--- src/rtl/fdiv_meter.sv ---
// Divided-clock meter: measures the period and high time of an asynchronous square wave
// in CLK cycles, and flags divide-ratio match, ~50% duty and missing edges.
module fdiv_meter #(
   parameter int CW       = 8,
   parameter int EXP_DIV  = 5,
   parameter int TO_LIMIT = 255
) (
   input  logic          CLK,
   input  logic          RST_N,
   input  logic          EN,
   input  logic          SIG_IN,
   output logic [CW-1:0] PERIOD,
   output logic [CW-1:0] HIGH_T,
   output logic          VALID,
   output logic          DIV_OK,
   output logic          DUTY_OK,
   output logic          TIMEOUT
);

   typedef enum logic [1:0] {
      ST_IDLE = 2'd0,
      ST_ARM  = 2'd1,
      ST_MEAS = 2'd2
   } state_t;

   localparam logic [CW-1:0] ONE_C     = {{(CW-1){1'b0}}, 1'b1};
   localparam logic [CW-1:0] EXP_DIV_C = CW'(EXP_DIV);
   localparam logic [CW-1:0] TO_LIM_C  = CW'(TO_LIMIT);
   localparam logic [CW:0]   ONE_EXT_C = {{CW{1'b0}}, 1'b1};

   state_t        r_state;
   logic          r_s1, r_s2, r_s3;
   logic [CW-1:0] r_cnt, r_hcnt;
   logic          r_low_seen;
   logic [CW-1:0] r_period, r_high_t;
   logic          r_valid, r_div_ok, r_duty_ok, r_timeout;

   logic          w_rise, w_high, w_at_limit;
   logic          w_div_ok, w_duty_ok;
   logic [CW:0]   w_twice_h, w_per_ext, w_diff;

   assign w_rise     = r_s2 & ~r_s3;
   assign w_high     = r_s2;
   assign w_at_limit = (r_cnt == TO_LIM_C);

   // Divide-ratio and duty checks on the values about to be captured.
   always_comb begin
      w_twice_h = {r_hcnt, 1'b0};
      w_per_ext = {1'b0, r_cnt};
      if (w_twice_h >= w_per_ext) begin
         w_diff = w_twice_h - w_per_ext;
      end else begin
         w_diff = w_per_ext - w_twice_h;
      end
      w_duty_ok = (w_diff <= ONE_EXT_C);
      w_div_ok  = (r_cnt == EXP_DIV_C);
   end

   // Synchronizer plus measurement state machine with registered results.
   always_ff @(posedge CLK or negedge RST_N) begin
      if (!RST_N) begin
         r_s1       <= 1'b0;
         r_s2       <= 1'b0;
         r_s3       <= 1'b0;
         r_state    <= ST_IDLE;
         r_cnt      <= '0;
         r_hcnt     <= '0;
         r_low_seen <= 1'b0;
         r_period   <= '0;
         r_high_t   <= '0;
         r_valid    <= 1'b0;
         r_div_ok   <= 1'b0;
         r_duty_ok  <= 1'b0;
         r_timeout  <= 1'b0;
      end else begin
         r_s1    <= SIG_IN;
         r_s2    <= r_s1;
         r_s3    <= r_s2;
         r_valid <= 1'b0;
         if (!EN) begin
            r_state    <= ST_IDLE;
            r_cnt      <= '0;
            r_hcnt     <= '0;
            r_low_seen <= 1'b0;
            r_timeout  <= 1'b0;
         end else begin
            case (r_state)
               ST_IDLE: begin
                  r_state <= ST_ARM;
               end
               ST_ARM: begin
                  // First rise only starts a period; the partial one before it is discarded.
                  if (w_rise) begin
                     r_cnt      <= ONE_C;
                     r_hcnt     <= ONE_C;
                     r_low_seen <= 1'b0;
                     r_state    <= ST_MEAS;
                  end else if (w_at_limit) begin
                     r_timeout <= 1'b1;
                     r_cnt     <= '0;
                     r_hcnt    <= '0;
                  end else begin
                     r_cnt <= r_cnt + ONE_C;
                  end
               end
               ST_MEAS: begin
                  if (w_rise) begin
                     r_period   <= r_cnt;
                     r_high_t   <= r_hcnt;
                     r_div_ok   <= w_div_ok;
                     r_duty_ok  <= w_duty_ok;
                     r_valid    <= 1'b1;
                     r_timeout  <= 1'b0;
                     r_cnt      <= ONE_C;
                     r_hcnt     <= ONE_C;
                     r_low_seen <= 1'b0;
                  end else if (w_at_limit) begin
                     r_timeout <= 1'b1;
                     r_cnt     <= '0;
                     r_hcnt    <= '0;
                     r_state   <= ST_ARM;
                  end else begin
                     r_cnt <= r_cnt + ONE_C;
                     // High time stops at the first low so glitches later in the period are ignored.
                     if (w_high && !r_low_seen) begin
                        r_hcnt <= r_hcnt + ONE_C;
                     end else begin
                        r_hcnt <= r_hcnt;
                     end
                     if (!w_high) begin
                        r_low_seen <= 1'b1;
                     end else begin
                        r_low_seen <= r_low_seen;
                     end
                  end
               end
               default: begin
                  r_state <= ST_IDLE;
                  r_cnt   <= '0;
                  r_hcnt  <= '0;
               end
            endcase
         end
      end
   end

   assign PERIOD  = r_period;
   assign HIGH_T  = r_high_t;
   assign VALID   = r_valid;
   assign DIV_OK  = r_div_ok;
   assign DUTY_OK = r_duty_ok;
   assign TIMEOUT = r_timeout;

endmodule

--- config.mk ---
export PLATFORM = sky130hd
export DESIGN_NAME = fdiv_meter
export DESIGN_NICKNAME = d
export VERILOG_FILES = /design/src/rtl/fdiv_meter.sv
export SDC_FILE = /design/constraint.sdc
export NUM_CORES = 1
export LEC_CHECK = 0
export CORE_AREA = 4 4 80 111
export CTS_BUF_LIST = sky130_fd_sc_hd__clkbuf_8
export DETAILED_ROUTE_END_ITERATION = 8
export DIE_AREA = 0 0 84 115
export PLACE_DENSITY = 0.48
export RECOVER_POWER = 25
export SLEW_MARGIN = 25
export SYNTH_ARGS = -nofsm -noshare
export SYNTH_HDL_FRONTEND = slang
export SYNTH_SLANG_ARGS = --single-unit
--- constraint.sdc ---
create_clock -name CLK -period 3.2 [get_ports CLK]
set_input_delay 0.32 -clock CLK [delete_from_list [all_inputs] [get_ports CLK]]
set_output_delay 0.32 -clock CLK [all_outputs]
set_load 0.02 [all_outputs]
; Word-level counts from Yosys, hierarchy flattened
; Index checks and enable logic that the tools add are counted.
[word_totals]
mem_bits_ro = 0
regBits = 42
ram_bits = 0
n_memories = 0
latch_bits = 0
[classes]
n_mul = 0
n_lt_le_gt_ge = 2
reduce_logical = 9
add_sub_neg = 4
div_mod_pow = 0
mux = 31
eq_ne = 14
bitwise = 2
shifts = 0
[op_table]
columns = cell, count
row1 = $mux 8, 9
row2 = $pmux 8 s3, 1
row3 = $add 8x1->8 const B, 2
row4 = $pmux 8 s2, 1
row5 = $mux 1, 12
row6 = $ne 3x3->1 const B, 4
row7 = $ne 4x4->1 const B, 3
row8 = $ge 9x8->1, 1
row9 = $le 9x1->1 const B, 1
row10 = $mux 9, 1
row11 = $reduce_and 3->1, 3
row12 = $sub 8x9->9, 1
row13 = $sub 9x8->9, 1
row14 = $eq 8x3->1 const B, 1
row15 = $eq 8x8->1 const B, 1
row16 = $mux 2, 4
row17 = $pmux 2 s3, 1
row18 = $ne 5x5->1 const B, 1
row19 = $pmux 1 s2, 2
row20 = $reduce_and 4->1, 1
row21 = $ne 3x1->1 const B, 1
row22 = $eq 2x1->1 const B, 1
row23 = $eq 2x2->1 const B, 1
row24 = $logic_not 2->1, 1
row25 = 7 further kinds, 7

; Depth between registers and ports, before layout
[logic_depth]
depth_word = 7
mapped_depth = 9

; Least setup slack after synthesis
; No wires, ideal clock.
[synth_path]
kind = register -> register
startpoint = reg r_cnt[1]
endpoint = reg r_duty_ok, in the netlist DUTY_OK
setup_time_ps = 92
arrival_time_ps = 2261
path_buffers = 0
required_ps = 3108
stages_incl_launch_ff = 10
slack_ps = 848
period_less_slack_ps = 2352
path_cell_list = dfrtp_1 -> inv_1 -> ha_1 -> fa_1 -> xnor2_1 -> nor4_2 -> o221ai_1 -> a2111oi_2 -> a41oi_1 -> o31ai_2
[synth_via]
elab_chain_cells = 3
word_cells_on_any_way = 5
classes_between = add/sub (2) / order compare (2) / mux (1)
[synth_lines]
columns = item, line
row1 = "start, declared", 33  ; logic [CW-1:0] r_cnt, r_hcnt;
row2 = "start signal, assigned", 103  ; r_cnt <= r_cnt + ONE_C;
row3 = "start signal, assigned", 123  ; r_cnt <= r_cnt + ONE_C;
row4 = $sub 8x9->9 (tied with other cells), 53  ; w_diff = w_per_ext - w_twice_h;
row5 = $mux 9 (*), 50  ; if (w_twice_h >= w_per_ext) begin
row6 = $le 9x1->1 (*), 55  ; w_duty_ok = (w_diff <= ONE_EXT_C);
row7 = "end signal, assigned", 111  ; r_duty_ok <= w_duty_ok;
row8 = "end, declared", 36  ; logic r_valid, r_div_ok, r_duty_ok, r_timeout;
; Mark *: on every way between the ends. The rest lies on a longest branch, timed or not.
; A chain may end at the register's enable or synchronous reset.

; Worst setup path after layout
; Ends and elaborated chain as after synthesis.

==> summary.md <==
| Metric | Value |
|---|---|
| Number of unique standard cell types used by synthesis | 51 |
| Most frequent cells after synthesis | 42 x dfrtp_1, 32 x nand2_1, 29 x nor2_1 |
| Proportion of layout cells with a drive suffix above 1 | 0.0564 |
| Post-Syn Nets | 325 |
| Average wire length per cell after detail routing | 16.3 microns |
| Highest achievable clock rate | 380 MHz |
| TritonRoute pass-1 iters | 4 |
| Slowest stage cell, crit path | fa_1 |
| Average instance area after synthesis | 9.05 sq um |
| Number of cells produced by synthesis | 298 |
| DP Worst Slack | 590 ps |
| Combinational share of power | 0.320 |
| Remaining antenna violation count | 0 |
| Power dissipated by switching net loads | 0.547 mW |
| Setup TNS Final | 0 ps |
| Detailed-route via count | 2155 |
| DR vias/cell | 5.14 |
| H-Tree Level Count | 2 |
| Std-Cell Core Area | 7800 sq um |
| Maximum number of pins on one net before global-route repair | 43 |
| Fraction of synthesis flops using an asynchronous set or reset pin | 1.00 |
| Critical path, cell by cell | inv_1 -> ha_1 -> fa_1 -> xnor2_1 -> nor4_2 -> o221ai_1 -> a2111oi_2 -> a41oi_1 -> o31ai_2 |
| Relative max-transition margin | -0.577 |
| Capturing element type of the critical path | flip-flop |
| Hold WS | 367 ps |
| Leading cell types by total area after synthesis | dfrtp_1 39%, ha_1 9.7%, o21ai_0 4.5%, nand2_1 4.5%, xnor2_1 4.2% |
| Crit path launch type | flip-flop |
| Final-report max-slew violation count | 43 |
| Global-route wire length before repair | 11500 microns |
| Count leader, synth | dfrtp_1 |
| EDFF count, synth | 0 |
| Clock Path Buffers | 2 |
| Weighted congestion at the end of routability-driven global placement | 0.820 |
| Sum of routed wire length over all layers | 6810 microns |
| Register bit count reported by yosys | 42 |
| Area of the mapped netlist | 2700 sq um |
| Proportion of synthesized chip area in sequential cells | 0.390 |
| Internal power of the cells | 1.11 mW |
| Worst setup path category | reg -> reg |
| Net count of the finished layout | 345 |
| Final critical-path required period | 2630 ps |
| Library cell used as clock root buffer | clkbuf_8 |
| Total number of placement rows | 38 |
| Setup clock skew after layout | 10.3 ps |
| Die outline width | 84 microns |
| Antenna diode instance count | 0 |
| RSZ-0062 raised after global routing | no |
| Floorplan die height | 115 microns |
| Arrival time reported for the critical path endpoint | 2850 ps |
| Number of top-level pins | 24 |
| Post-synth top area cell | dfrtp_1 |
| Failing checks | max-capacitance violations, max-slew violations |
| Clock buffers created by TritonCTS | 5 |
| Leakage Power | 1.36 nW |
| Number of buffer cells added on primary ports | 23 |
| Part of the power in registers | 0.361 |
| Share of the clock period used by the worst path after layout | 0.822 |
| Min setup slack post-route | 568 ps |
| Number of filler instances in the final layout | 811 |
| Combined buffer and inverter count along the critical path | 1 |
| Number of antenna violations at the first check in global routing | 0 |
| Hold Violations, Final | 0 |
| CTS tree | done |
| Maximum fanout along the worst path | 6 |
| Clock-pin slew of the registers on the worst-case setup and hold paths | 90 ps |
| Detailed placement HPWL | 5160 microns |
| Crit-path max cell delay | 490 ps |
| Number of sinks driven by the clock tree | 42 |
| First-iteration detailed-routing DRC count | 92 |
| Final global-route overflow total | 0 |
| Proportion of power drawn by the clock network | 0.319 |
| Worst-Skew Late Latency | 290 ps |
| Largest voltage drop on the vdd net | 0.000306 V |
| Initial core utilization | 0.346 |
| Synthesis Warnings | 0 |
| # DRC | 0 |
| GR Util All Layers | 0.149 |
| Total Die Area | 9660 sq um |
| Number of setup violations in the final report | 0 |
| Total power divided by cell area | 527 nW/um^2 |
| Number of max-cap violations | 1 |
| Vias in the first global route | 2177 |
| Top cell family by delay on the critical path | compound AO/OA/AOI/OAI gates |
| Outcome | complete, but fails checks |
| Top cell type's share of synthesized area | 0.390 |
| Kind of path behind the tightest hold check | reg -> reg |
| Layout overhead on the synthesized area | 16.6% |
| Post-cts gate resize count | 0 |
| Switching power share of the total | 0.330 |
| Primary FF master, synth | dfrtp_1 |
| WP data required | 3410 ps |
| Hold bufs inserted after CTS | 0 |
| Buffer count from post-CTS setup fixing | 0 |
| Worst-Margin Slew | 2360 ps |
-- routing by layer --
layer	share of wire	vias up	GRT usage
li1	-	1074	-
met1	0.44	1051	0.182
met2	0.52	21	0.271
met3	0.017	9	0.0179
met4	0.019	0	0.0547
met5	0	-	0
-- registers in the layout, summed over array words and instances (netlist names), 2 cells and up --
name	flops
HIGH_T	8
r_hcnt	8
PERIOD	8
r_state	2
r_cnt	8
-- final timing paths --
check                                     start                    end  slack (ps)  cells after the start
max                        r_cnt[1]$_DFFE_PN0P_    DUTY_OK$_DFFE_PN0P_         570                      9
min                              r_s1$_DFF_PN0_         r_s2$_DFF_PN0_         370                      0
max reg2reg                r_cnt[1]$_DFFE_PN0P_    DUTY_OK$_DFFE_PN0P_         570                      9
min reg2reg                      r_s1$_DFF_PN0_         r_s2$_DFF_PN0_         370                      0
max in group asynchronous                 RST_N  r_hcnt[2]$_DFFE_PN0P_        1110                      1
min in group asynchronous                 RST_N        VALID$_DFF_PN0_         720                      1
-- per-stage QoR --
| stage | std cells | utilization | instance area [sq um] | total power, mW |
|---|---|---|---|---|
| CTS | 419 | 0.403 | 3150 | 1.68 |
| global placement | 411 | 0.385 | 3000 | 1.14 |
| floorplan | 298 | - | 2700 | 1.00 |
| finish | 419 | 0.403 | 3140 | 1.66 |
| detailed placement | 411 | 0.385 | 3000 | 1.14 |
| global route | 419 | 0.403 | 3140 | 1.76 |
-- layout by cell type (no fill, tap or decap), types with 3 or more instances in the layout --
cell type / n
a21o_1: 3
a21oi_1: 17
and4_1: 3
clkbuf_8: 6
clkdlybuf4s50_1: 22
dfrtp_1: 42
ha_1: 21
inv_1: 22
mux2i_1: 5
nand2_1: 32
nand2b_1: 6
nand3_1: 7
nand3b_1: 4
nand4_1: 6
nor2_1: 29
nor2b_1: 5
nor3_1: 3
o2111ai_1: 3
o211ai_1: 4
o21ai_0: 24
xnor2_1: 13
xor2_1: 3
-- kinds of logic after synthesis --
| kind of cell | Yosys count | synth area share |
|---|---|---|
| and+or+nand+nor | 108 | 0.206 |
| AOI/OAI and AO/OA | 70 | 0.169 |
| DFF | 42 | 0.390 |
| buffers and inverters | 34 | 0.0524 |
| adders and majority gates | 23 | 0.112 |
| xor gates and xnor gates | 16 | 0.0520 |
| muxes | 5 | 0.0186 |
-- worst reg2reg max path: cells and delay by family, from the launching register on --
family | cells | cell delay (ps)
flops | 1 | 440
simple gates | 1 | 260
buf+inv | 1 | 110
xor+xnor | 1 | 180
compound gates | 4 | 830
fa+ha+maj | 2 | 730
-- power groups by stage --
stage	combinational, mW	clock (mW)	sequential [mW]
finish	0.529	0.529	0.598
global route	0.591	0.566	0.604
CTS	0.535	0.546	0.598
detailed placement	0.533	0	0.608
global placement	0.535	0	0.606
floorplan	0.388	0	0.613
-- final cells by class --
cell class	instances	area, sq um	share of cell area
clock buffer	6	82.6	0.0263
multi-input combinational	222	1500	0.478
sequential	42	1050	0.334
clock inverter	2	60.1	0.0191
tap	100	125	0.0398
inverter	22	82.6	0.0263
timing repair buffer	25	239	0.0760
No activity file was read; power rests on OpenSTA's default activity.
==> edit 1, RTL diff (same flow settings) <==
Register the output `DIV_OK` once more, without a reset; this adds one clock of latency there. The other outputs are not delayed to match.
--- a/src/rtl/fdiv_meter.sv
+++ b/src/rtl/fdiv_meter.sv
@@ -147,7 +147,9 @@
    assign PERIOD  = r_period;
    assign HIGH_T  = r_high_t;
    assign VALID   = r_valid;
-   assign DIV_OK  = r_div_ok;
+   always_ff @(posedge CLK) begin
+      DIV_OK <= r_div_ok;
+   end
    assign DUTY_OK = r_duty_ok;
    assign TIMEOUT = r_timeout;
 
Formal check against the unedited RTL: not equivalent (a bounded check fails within 10 cycles, from zero or initial values and one cycle with RST_N low).
==> edit 1 against the unedited design <==
Setup slack gained 0.021 ns. Cell area shrank 1.1%. Total power shrank 9.8%. Routed wire length increased by 0.93%. Count of clock-buffer cells in the layout down 1. Combinational power about the same. Critical path type unchanged. The flow still finishes with violations (max-capacitance violations, max-slew violations). Clock power down 33%. Sequential cell count grew 1. First-iteration DRC count decreased by 6.5%. Synthesized area grew 0.74%. Sequential power increased by 2%. Core utilization fell by 0.43 points. Global-route usage down 0.079 points.
==> edit 1: results (changes against the unedited design) <==
[routing]
wl_met1_mm = 2.86  ; was 3.02 mm
dr_total_vias = 2171  ; was 2155
drt-total-wl_mm = 6.87  ; was 6.81 mm
met3_wirelength_um = 157  ; was 113 um
dr_wl_met2_mm = 3.57  ; was 3.55 mm

[outcome]
violations = max-capacitance violations, max-slew violations  ; unchanged
run_status = finished, violations left  ; unchanged

[finish]
multi_input_area_share_pct = 48.4  ; was 47.8%
nClkBuffers = 5  ; was 6
seq_share_pct = 34.4  ; was 33.4%
finalNonFillerCells = 420  ; was 419
bufAreaShareNonClock_pct = 7.68  ; was 7.60%
utilization_pct = 39.9  ; was 40.3%
fillerInstances = 823  ; was 811

[timing]
fin_crit_ns = 2.61  ; was 2.63 ns
slew_headroom_pct = -56.5  ; was -57.7%
holdWs_ns = 0.359  ; was 0.367 ns
finalMaxSlewViolations = 43  ; unchanged
final.setup_skew_ns = 0.00666  ; was 0.0103 ns

[synthesis]
yosys.area_share.xor_xnor_pct = 5.16  ; was 5.20%
synthAdderAreaFrac_pct = 11.1  ; was 11.2%
synth_compound_area_share_pct = 16.8  ; was 16.9%
ys_types = 52  ; was 51
synthMuxAreaShare_pct = 1.84  ; was 1.86%
synthDominantCellAreaShare_pct = 38.7  ; was 39.0%
ys_top_cells_by_area = dfrtp_1 39%, ha_1 9.7%, o21ai_0 4.4%  ; was dfrtp_1 39%, ha_1 9.7%, o21ai_0 4.5%
ys_seq_area_share_pct = 39.4  ; was 39.0%

[placed_design]
post-place-ws_ns = 0.616  ; was 0.590 ns
place_area_mm2 = 0.00302  ; was 0.00300 mm2
dp_hpwl_mm = 5.09  ; was 5.16 mm
dp_cells = 412  ; was 411
place.gp.congestion = 0.836  ; was 0.820

[worst_setup_path]
cp.arrival_ns = 2.82  ; was 2.85 ns
rrSetupSlack_ns = 0.59  ; was 0.57 ns

[grt]
grt_usage_pct = 14.9  ; about the same
grt_pass1_wl_mm = 11.4  ; was 11.5 mm

[run]
maxCapViolations = 1  ; unchanged

edit 1: changes by cell type in the layout (fill, tap and decap cells not counted), sizes merged:
| cell | unedited run | this run |
|---|---|---|
| bufinv | 2 | 0 |
| clkbuf | 7 | 6 |
| clkinv | 0 | 1 |
| clkinvlp | 0 | 2 |
| dfxtp | 0 | 1 |
edit 1: critical path, delay by kind of cell (launching register included):
| family | cells | cell delay (ns) |
|---|---|---|
| simple gates | 1 | 0.27 |
| buf+inv | 1 | 0.10 |
| flops | 1 | 0.44 |
| compound gates | 4 | 0.80 |
| xor+xnor | 1 | 0.18 |
| fa+ha+maj | 2 | 0.73 |
edit 1: power breakdown:
| part | internal, uW | switching, uW |
|---|---|---|
| Combinational | 213 | 318 |
| Clock | 152 | 201 |
| Sequential | 574 | 34.1 |
| Total | 940 | 553 |
edit 1: per-layer routing:
layer  global-route usage, %  up-vias
met5                       0        -
met1                    17.1     1037
met3                    1.79       18
li1                        -     1077
met2                    26.9       39
met4                    7.83        0
==> edit 2, RTL diff (same settings) <==
Without the edit above. Set the parameter `CW` to 7 (it was 8).
--- a/src/rtl/fdiv_meter.sv
+++ b/src/rtl/fdiv_meter.sv
@@ -1,7 +1,7 @@
 // Divided-clock meter: measures the period and high time of an asynchronous square wave
 // in CLK cycles, and flags divide-ratio match, ~50% duty and missing edges.
 module fdiv_meter #(
-   parameter int CW       = 8,
+   parameter int CW       = 7,
    parameter int EXP_DIV  = 5,
    parameter int TO_LIMIT = 255
 ) (
Ports: changed (resized HIGH_T and PERIOD); port bits go from 24 to 22. No check against the original RTL was run, so the function may have changed too.
==> edit 2 against the unedited design <==
Critical path type unchanged. Clock power is 31% lower. Sequential cell count fell by 4. Routed wire length fell by 5.2%. Largest power group unchanged. The flow still finishes with violations (max-capacitance violations, max-slew violations). Synthesized area shrank 10%. Cell area fell by 10%. Setup slack better by 0.065 ns. First-iteration DRC count fell by 40%. Total power fell by 18%. Largest cell class unchanged.
==> edit 2: results (changes against the unedited design) <==
[outcome]
run_status = finished, violations left  ; unchanged
violations = max-capacitance violations, max-slew violations  ; unchanged

[grt]
grt_pass1_vias = 2049  ; was 2177
met2_usage_pct = 26.3  ; was 27.1%
grtUsageMet1_pct = 15.7  ; was 18.2%
grt_use_met3_pct = 1.94  ; was 1.79%
grt_usage_pct = 13.9  ; was 14.9%
grt_pass1_wl_mm = 10.7  ; was 11.5 mm
grt_max_degree = 39  ; was 43

[power]
sequentialPower_uw = 542  ; was 598 uW
comb-power_uw = 457  ; was 529 uW
p_int_uw = 876  ; was 1110 uW
p_leak_uw = 0.00119  ; was 0.00136 uW
irDropWorstVdd_v = 0.000249  ; was 0.000306 V

[routing]
dr_wl_met2_mm = 3.51  ; was 3.55 mm
wl_met1_mm = 2.68  ; was 3.02 mm
drtIter0Drc = 55  ; was 92
met3_wirelength_um = 115  ; was 113 um
drt-total-wl_mm = 6.46  ; was 6.81 mm

[worst_setup_path]
max_stage_delay_ns = 0.42  ; was 0.49 ns
cp_max_fo = 5  ; was 6
slowest_stage = dfrtp_1  ; was fa_1

[synthesis]
synth_nets = 303  ; was 325
synth_common_cells = 39 x o21ai_0, 38 x dfrtp_1, 33 x nand2_1  ; was 42 x dfrtp_1, 32 x nand2_1, 29 x nor2_1
ys_seq_area_share_pct = 39.3  ; was 39.0%
ys_top_cells_by_area = dfrtp_1 39%, ha_1 11%, o21ai_0 8.1%  ; was dfrtp_1 39%, ha_1 9.7%, o21ai_0 4.5%
ys_types = 50  ; was 51

[finish]
drive_above_1_share_pct = 6.71  ; was 5.64%
fillerInstances = 825  ; was 811
nNetsFinal = 324  ; was 345

[timing]
tightestPinTransition_ns = 2.09  ; was 2.36 ns
finalMaxSlewViolations = 39  ; was 43
final.setup_skew_ns = 0.00632  ; was 0.0103 ns

[placed_design]
dp_hpwl_mm = 4.93  ; was 5.16 mm
place.gp.congestion = 0.859  ; was 0.820

[run]
maxCapViolations = 1  ; unchanged

-- edit 2: through the flow --
step	setup WS (ns)	cells	hold slack [ns]	area [um2]	power, uW
floorplan	1.02	276	0.0244	2420	887
global placement	0.721	390	0.334	2730	1020
detailed placement	0.710	390	0.347	2730	1010
CTS	0.668	398	0.171	2820	1380
global route	0.494	398	0.385	2820	1450
finish	0.634	398	0.362	2820	1360
-- edit 2: cell type report --
class / count / area, um2 / share of cell area (%)
clock inverters: 2 / 12.5 / 0.444
flip-flops and latches: 38 / 951 / 33.7
repair buffers: 23 / 219 / 7.76
clock buffers: 6 / 82.6 / 2.93
multi-input cells: 210 / 1360 / 48.2
well taps: 100 / 125 / 4.44
inverters: 19 / 71.3 / 2.53
-- edit 2: worst paths after layout --
kind                                      startpoint                    end  slack [ns]  depth (start not counted)
worst max-delay path            r_cnt[1]$_DFFE_PN0P_    DUTY_OK$_DFFE_PN0P_        0.63                          9
worst min-delay path                  r_s1$_DFF_PN0_         r_s2$_DFF_PN0_        0.36                          0
worst max register to register  r_cnt[1]$_DFFE_PN0P_    DUTY_OK$_DFFE_PN0P_        0.63                          9
worst min register to register        r_s1$_DFF_PN0_         r_s2$_DFF_PN0_        0.36                          0
max in group asynchronous                      RST_N  PERIOD[2]$_DFFE_PN0P_        1.39                          1
min in group asynchronous                      RST_N         r_s1$_DFF_PN0_        0.60                          1
-- edit 2: cell families after synthesis --
logic type | count (synthesis) | synth area share (%)
muxes | 4 | 1.71
adders and majority gates | 23 | 12.5
buffers and inverters | 28 | 4.50
xor gates and xnor gates | 4 | 1.45
DFF | 38 | 39.3
and+or+nand+nor | 97 | 19.2
AOI/OAI and AO/OA | 82 | 21.3
